<file path="src/rtl/rc4_stream_xor.sv">
// rc4_stream_xor: buffers RC4 keystream bytes in a small FIFO and XORs each one with an
// incoming data byte, one msg_len-byte message per start.
module rc4_stream_xor #(
  parameter int unsigned KS_DEPTH = 4,
  parameter int unsigned LEN_W    = 16
) (
  input  logic             clk,
  input  logic             rst,
  input  logic             start,
  input  logic [LEN_W-1:0] msg_len,
  input  logic             ks_valid,
  input  logic [7:0]       ks_data,
  output logic             ks_ready,
  input  logic             din_valid,
  input  logic [7:0]       din,
  output logic             din_ready,
  output logic             dout_valid,
  output logic [7:0]       dout,
  output logic             dout_last,
  input  logic             dout_ready,
  output logic             busy,
  output logic             done
);

  localparam int unsigned AddrW = $clog2(KS_DEPTH);
  localparam int unsigned PtrW  = AddrW + 1;
  localparam logic [LEN_W-1:0] LenOne = LEN_W'(1);
  localparam logic [PtrW-1:0]  PtrOne = PtrW'(1);

  typedef enum logic [1:0] {StIdle, StRun, StDrain, StDone} state_e;

  state_e state_q, state_d;

  logic [LEN_W-1:0] len_q, ks_cnt_q, tx_cnt_q;
  logic [PtrW-1:0]  wr_ptr_q, rd_ptr_q;
  logic [7:0]       mem_q [KS_DEPTH];
  logic [7:0]       dout_q;
  logic             dout_valid_q, dout_last_q;

  logic fifo_full, fifo_empty, push, pop, last_pop, accept_start, in_run;

  // Pointers carry one extra wrap bit so full and empty are distinguishable.
  assign fifo_full  = (wr_ptr_q[PtrW-1] != rd_ptr_q[PtrW-1]) &&
                      (wr_ptr_q[AddrW-1:0] == rd_ptr_q[AddrW-1:0]);
  assign fifo_empty = (wr_ptr_q == rd_ptr_q);

  assign in_run    = (state_q == StRun);
  assign ks_ready  = in_run && !fifo_full && (ks_cnt_q < len_q);
  assign din_ready = in_run && !fifo_empty && (!dout_valid_q || dout_ready);
  assign push      = ks_valid && ks_ready;
  assign pop       = din_valid && din_ready;
  assign last_pop  = pop && (tx_cnt_q == len_q - LenOne);

  assign dout_valid = dout_valid_q;
  assign dout       = dout_q;
  assign dout_last  = dout_last_q;

  always_ff @(posedge clk) begin
    if (rst) begin
      state_q <= StIdle;
    end else begin
      state_q <= state_d;
    end
  end

  always_comb begin
    state_d      = state_q;
    busy         = 1'b1;
    done         = 1'b0;
    accept_start = 1'b0;
    case (state_q)
      StIdle: begin
        busy = 1'b0;
        if (start) begin
          accept_start = 1'b1;
          state_d      = (msg_len != '0) ? StRun : StDone;
        end
      end
      StRun: begin
        if (last_pop) begin
          state_d = StDrain;
        end
      end
      StDrain: begin
        if (dout_valid_q && dout_ready) begin
          state_d = StDone;
        end
      end
      StDone: begin
        done    = 1'b1;
        state_d = StIdle;
      end
      default: state_d = StIdle;
    endcase
  end

  always_ff @(posedge clk) begin
    if (rst) begin
      len_q        <= '0;
      ks_cnt_q     <= '0;
      tx_cnt_q     <= '0;
      wr_ptr_q     <= '0;
      rd_ptr_q     <= '0;
      dout_q       <= '0;
      dout_valid_q <= 1'b0;
      dout_last_q  <= 1'b0;
    end else if (accept_start) begin
      len_q       <= msg_len;
      ks_cnt_q    <= '0;
      tx_cnt_q    <= '0;
      wr_ptr_q    <= '0;
      rd_ptr_q    <= '0;
      dout_last_q <= 1'b0;
    end else begin
      if (push) begin
        wr_ptr_q <= wr_ptr_q + PtrOne;
        ks_cnt_q <= ks_cnt_q + LenOne;
      end
      if (pop) begin
        rd_ptr_q     <= rd_ptr_q + PtrOne;
        tx_cnt_q     <= tx_cnt_q + LenOne;
        dout_q       <= din ^ mem_q[rd_ptr_q[AddrW-1:0]];
        dout_valid_q <= 1'b1;
        dout_last_q  <= (tx_cnt_q == len_q - LenOne);
      end else if (dout_valid_q && dout_ready) begin
        dout_valid_q <= 1'b0;
      end
    end
  end

  // Storage needs no reset: emptiness is tracked by the pointers alone.
  always_ff @(posedge clk) begin
    if (push) begin
      mem_q[wr_ptr_q[AddrW-1:0]] <= ks_data;
    end
  end

endmodule
</file>
<file path="config.mk">
export PLATFORM = sky130hd
export DESIGN_NAME = rc4_stream_xor
export DESIGN_NICKNAME = d
export VERILOG_FILES = /design/src/rtl/rc4_stream_xor.sv
export SDC_FILE = /design/constraint.sdc
export NUM_CORES = 1
export LEC_CHECK = 0
export BUFFER_PORTS_ARGS = -buffer_cell sky130_fd_sc_hd__buf_4
export CAP_MARGIN = 15
export CORE_MARGIN = 10
export CORE_UTILIZATION = 35
export DETAILED_ROUTE_END_ITERATION = 8
export GPL_TIMING_DRIVEN = 1
export HOLD_SLACK_MARGIN = 0.03
export MAX_ROUTING_LAYER = met4
export PLACE_DENSITY_LB_ADDON = 0.1
export SKIP_CTS_REPAIR_TIMING = 1
export SYNTH_ARGS = -nofsm -noshare
export SYNTH_HDL_FRONTEND = slang
export SYNTH_SLANG_ARGS = --single-unit
</file>
<file path="constraint.sdc">
create_clock -name clk -period 6.26 [get_ports clk]
set_clock_uncertainty 0.15 [all_clocks]
set_input_delay 0.626 -clock clk [delete_from_list [all_inputs] [get_ports clk]]
set_output_delay 0.626 -clock clk [all_outputs]
set_load 0.02 [all_outputs]
</file>
==> flow_summary.yaml, run 1 <==
synthesis:
  synth-seq-cells: 100
  synth_cell_types: 52
  syn_avg_cell_area_um2: 9.89
  synth-main-ff-cell: "dfxtp_1"
  synthArstFlopShare: 0
  synthCells: 515
  synth_edf_count: 32
  synthesis.area_um2: 5090
  synth_warnings: 0
  syn_nets: 581
  ys_seq_area_frac: 0.456
clock_tree:
  clkSinkCount: 100
  numCtsBuffers: 9
  clock_path_buffers: 2
  root_buffer: "clkbuf_16"
  clk_latency_ns: 0.34
  clk_transition_reported_paths_ns: 0.07
  cts_tree: "yes"
  cts.htree.levels: 3
global_route:
  grtUsageTotal: 0.127
  antenna_found_initial: 0
  grt_pass1_wl_um: 19700
  grt_pass1_vias: 3803
  grt_max_degree: 41
  overflow: 0
critical_path:
  worstPathRequired_ns: 6.38
  r2r_end: "ks_cnt_q[14]"
  r2r_start: "len_q[9]"
  critical_path_peak_fanout: 16
  critPathLaunchType: "flip-flop"
  worstPathArrival_ns: 3.51
  critPathKind: "reg -> reg"
  cp-end-kind: "flip-flop"
  r2r_cells: 9
  r2r_slack_ns: 2.87
die:
  die_x_um: 141
  die_height_um: 141
  ios: 52
  die_area_um2: 19800
  core_um2: 14400
  start_util: 0.353
  rows: 44
timing:
  report.final.hold_viol_count: 0
  period_minus_slack_ns: 3.39
  post-route-period-util: 0.542
  rsz0062_at_grt: "no"
  final.setup.worst_slack_ns: 2.87
  fmax_mhz: 295
  tns_ns: 0
  setup_viol: 0
  worst-slew-pin-transition_ns: 1.09
  maxSlewViolCount: 0
  slew_headroom: 0.275
cells_and_area:
  antenna_cells: 0
  fin_util: 0.411
  final_nets: 625
  layout_commonest_cell: "dfxtp_1"
  syn_to_final_growth_pct: 16.3
  mostFrequentLayoutCells: "68 x dfxtp_1, 57 x nand2_1, 53 x buf_4, 41 x a21oi_1, 40 x nor2_1"
  drive_above_1_share: 0.149
outcome:
  status: "finished clean"
placement:
  portBuffers: 51
  gp_congestion: 0.854
  dp_hpwl_um: 9200
  pre_cts_ws_ns: 2.93
routing:
  vias: 3822
  wirelength_um: 12100
  wl_per_cell_um: 16.2
  drc: 0
  dr.pass1.iters: 5
  ant_nets: 0
  via_per_inst: 5.11
  drt_iter0_drc: 230
power:
  p_leak_nw: 2.17
  power_density_nw_per_um2: 304
  ir_drop_mv: 0.138
min_path:
  hold_depth: 2
  hold-path-endpoint: "dout_last"
  hp-start: "dout_last"
  hold_path.class: "reg -> reg"
flow_run:
  drv_cap: 0
==> cells by family after synthesis <==
family                   share of synthesized area
AND/OR/NAND/NOR                              0.196
flip-flops                                   0.456
AO/OA/AOI/OAI                                0.120
XOR/XNOR                                    0.0825
buffers and inverters                       0.0368
adder cells (fa/ha/maj)                     0.0688
multiplexers                                0.0393
==> per-layer routing <==
layer  global-route usage  wire (um)
met3               0.0316        493
met4               0.0435        172
met2                0.184       5230
met5                    -          0
met1                0.170       6200
==> cells in the mapped netlist (3+ instances only) <==
cell	instances	area, um2
clkbuf_1	15	56.3
edfxtp_1	32	961
nand2_1	57	214
nand3_1	10	50.1
mux4_2	8	180
buf_2	3	15.0
o21a_1	3	22.5
a211oi_1	12	90.1
xor2_1	22	193
xnor2_1	26	228
nand2b_1	4	25.0
o211ai_1	4	30.0
a21oi_1	41	205
a21o_1	4	30.0
nor2_1	40	150
or3_1	12	75.1
ha_1	28	350
nand4_1	15	93.8
and3_1	11	68.8
a2111oi_0	3	26.3
and2_1	4	25.0
o31ai_1	7	52.6
o21ai_0	8	40.0
inv_1	26	97.6
dfxtp_1	68	1360
or4_1	9	67.6
nor3_1	5	25.0
nor4_1	5	31.3
o21ai_1	5	25.0
==> worst max-delay path, stage by stage, from the launching register on <==
cell and delay [ns]:
dfxtp_1 0.45, inv_1 0.07, ha_1 0.31, a21o_1 0.16, a21o_1 0.16, a2111oi_0 0.42, o31a_1 0.25, o2111ai_1 0.52
or4_1 0.67, a21oi_1 0.15
==> per-stage QoR <==
| step | hold slack (ns) | total power [mW] | cells | area [um2] |
|---|---|---|---|---|
| 2_1_floorplan | 0.307 | 1.12 | 515 | 5090 |
| 3_3_place_gp | 0.302 | 1.25 | 732 | 5630 |
| 3_5_place_dp | 0.312 | 1.26 | 732 | 5630 |
| 4_1_cts | 0.315 | 1.82 | 748 | 5930 |
| 5_1_grt | 0.315 | 1.90 | 748 | 5930 |
| 6_report | 0.319 | 1.80 | 748 | 5930 |
==> worst max path at each step <==
stage | endpoint | startpoint | slack (ns) | cells past startpoint
detailed placement | ks_cnt_q[10] | len_q[9] | 2.93 | 9
finish | ks_cnt_q[14] | len_q[9] | 2.87 | 9
global placement | ks_cnt_q[15] | len_q[9] | 3.06 | 9
floorplan | mem_q[3][0] | len_q[9] | 3.29 | 9
CTS | ks_ready | len_q[9] | 2.85 | 8
global route | ks_cnt_q[15] | len_q[9] | 2.58 | 9
==> registers in the layout (all words and copies together), names as in the netlist, named ones only <==
name and cells:
mem_q 32, rd_ptr_q 3, dout 8, len_q 16, wr_ptr_q 3, ks_cnt_q 16, tx_cnt_q 16, state_q 2
dout_last 1, dout_valid 1
==> layout make-up <==
type / count / area [um2]
fill: 1425 / 8500
multi-input combinational: 369 / 2580
sequential: 100 / 2320
timing repair buffer: 53 / 398
clock buffer: 11 / 233
tap: 184 / 230
inverter: 26 / 97.6
clock inverter: 5 / 61.3
==> power by group <==
| part | internal (mW) | leakage (nW) | switching (mW) |
|---|---|---|---|
| logic | 0.202 | 1.18 | 0.284 |
| registers | 0.708 | 0.839 | 0.0474 |
| clock network | 0.313 | 0.144 | 0.244 |
No activity file was read; power rests on OpenSTA's default activity.
==> run 2, diff against run 1 <==
ABC_AREA = 1   (was default)
clock period = 3.09 ns   (was 6.26 ns; I/O delays follow)
==> run 2 against run 1 <==
Net effect: sequential share of layout area fell by 2.5 points; area after synthesis is 5.4% higher; via count rose by 22%; hold slack worse by 0.23 ns; register-to-register slack worse by 2.5 ns; final area up 6.7%; sequential power increased by 110%; non-clock buffer count up 11; first-iteration DRC count up 59%; setup slack worse by 2.6 ns; global-route usage is 2.0 points higher; core utilization up 0.82 points; critical path type is now reg -> out.
==> flow_summary.yaml, run 2 <==
timing:
  post-route-period-util: 0.902
  tns_ns: 0
  rsz0062_at_grt: "no"
  worst-slew-pin-transition_ns: 0.714
  whs_ns: 0.0929
  period_minus_slack_ns: 2.79
  setup_viol: 0
  maxSlewViolCount: 0
  slew_headroom: 0.523
  report.final.hold_viol_count: 0
  fmax_mhz: 359
clock_tree:
  clkSinkCount: 100
  root_buffer: "clkbuf_16"
  cts.htree.levels: 3
  clk_transition_reported_paths_ns: 0.08
  clock_path_buffers: 2
  clk_latency_ns: 0.36
  cts_tree: "yes"
  numCtsBuffers: 9
synthesis:
  synth-main-ff-cell: "dfxtp_1"
  synthesis.area_um2: 5370
  syn_nets: 759
  yosysMostFrequentCell: "nand2_1"
  synth_cell_types: 34
  synthTopCellsByCount: "128 x nand2_1, 75 x inv_1, 70 x nor2_1"
  yosys.area.top_type: "dfxtp_1"
  synth_warnings: 0
  synth_edf_count: 32
  synth.top_cell.area_share: 0.254
  ys_seq_area_frac: 0.433
  synth_area_leaders: "dfxtp_1 25%, edfxtp_1 18%, nand2_1 9.0%"
  synthArstFlopShare: 0
  syn_avg_cell_area_um2: 7.75
  synthCells: 693
  synth-seq-cells: 100
die:
  start_util: 0.356
  die_x_um: 144
  die_area_um2: 20700
  core_um2: 15100
  ios: 52
  rows: 45
  die_height_um: 144
critical_path:
  worst-path-stages: 10
  critPathKind: "reg -> out"
  critical_path_peak_fanout: 17
  crit_path_cell_trace: "inv_1 -> ha_1 -> a21oi_1 -> o21ai_0 -> nand3_1 -> a21oi_1 -> nor3_1 -> and2_1 -> buf_4 -> buf_4"
  critPathLaunchType: "flip-flop"
  cp-end-kind: "primary output"
  path_buf_inv: 3
  cp_top_family: "buffers and inverters"
  slowest_delay_ns: 0.39
  r2r_cells: 10
  crit_path_top_delay_cell: "dfxtp_1"
  worstPathRequired_ns: 2.63
  worstPathArrival_ns: 2.33
cells_and_area:
  drive_above_1_share: 0.134
  mostFrequentLayoutCells: "128 x nand2_1, 75 x inv_1, 70 x nor2_1, 68 x dfxtp_1, 64 x a21oi_1"
  antenna_cells: 0
  largest_reg_flops: 32
  final_nets: 816
  layout_commonest_cell: "nand2_1"
  syn_to_final_growth_pct: 17.8
placement:
  portBuffers: 51
  dp_hpwl_um: 11000
  gp_congestion: 0.866
min_path:
  hold_path.class: "in -> reg"
  hold_depth: 3
routing:
  dr.pass1.iters: 5
  wirelength_um: 14600
  ant_nets: 0
  drc: 0
  wl_per_cell_um: 15.5
  drt_iter0_drc: 365
  vias: 4669
  via_per_inst: 4.95
global_route:
  grt_pass1_wl_um: 23100
  grt_pass1_vias: 4439
  overflow: 0
  grt_max_degree: 34
  antenna_found_initial: 0
  grtUsageTotal: 0.147
power:
  p_leak_nw: 2.54
  power_density_nw_per_um2: 634
  ir_drop_mv: 0.281
flow_run:
  drv_cap: 0
outcome:
  status: "finished clean"
-- run 2: worst paths after layout --
| check | start | end | slack [ns] |
|---|---|---|---|
| max | len_q[9] | ks_ready | 0.30 |
| max reg2reg | len_q[9] | mem_q[2][4] | 0.38 |
| min | din[4] | dout[4] | 0.09 |
| min reg2reg | dout_last | dout_last | 0.33 |
-- run 2: kinds of logic after synthesis --
logic type | Yosys count | share of synthesized area
AOI/OAI and AO/OA | 141 | 0.136
xor gates and xnor gates | 30 | 0.0490
adders and majority gates | 28 | 0.0653
buffers and inverters | 102 | 0.0741
DFF | 100 | 0.433
and+or+nand+nor | 292 | 0.243
-- run 2: worst min-delay path, cell delays in order --
cell and delay [ns]:
buf_4 0.08, xnor2_1 0.10, a21oi_1 0.06
-- run 2: per-layer routing --
layer  share of wire  up-vias  GRT usage
met2            0.49       67      0.241
met1            0.47     2178      0.178
met5               0        -          -
li1                -     2416          -
met3           0.034        8     0.0370
met4          0.0074        0     0.0339
-- run 2: metrics by stage --
step	power [mW]	worst slack, ns	util	area (um2)	std cells
CTS	4.07	0.252	0.413	6230	934
detailed placement	2.88	0.355	0.393	5930	918
global placement	2.88	0.418	0.393	5930	918
global route	4.30	0.0846	0.419	6320	943
floorplan	2.50	0.559	-	5370	693
finish	4.01	0.301	0.419	6320	943
-- run 2: report_power, final --
| group | switching [mW] | leakage (nW) | internal (mW) |
|---|---|---|---|
| logic | 0.843 | 1.55 | 0.453 |
| registers | 0.0968 | 0.841 | 1.46 |
| clock network | 0.577 | 0.149 | 0.579 |
-- run 2: cell type report --
| type | instances | area, um2 |
|---|---|---|
| Fill cell | 1520 | 8760 |
| Multi-Input combinational cell | 491 | 2650 |
| Sequential cell | 100 | 2320 |
| Timing Repair Buffer | 64 | 503 |
| Inverter | 84 | 315 |
| Tap cell | 188 | 235 |
| Clock buffer | 9 | 225 |
| Clock inverter | 7 | 76.3 |
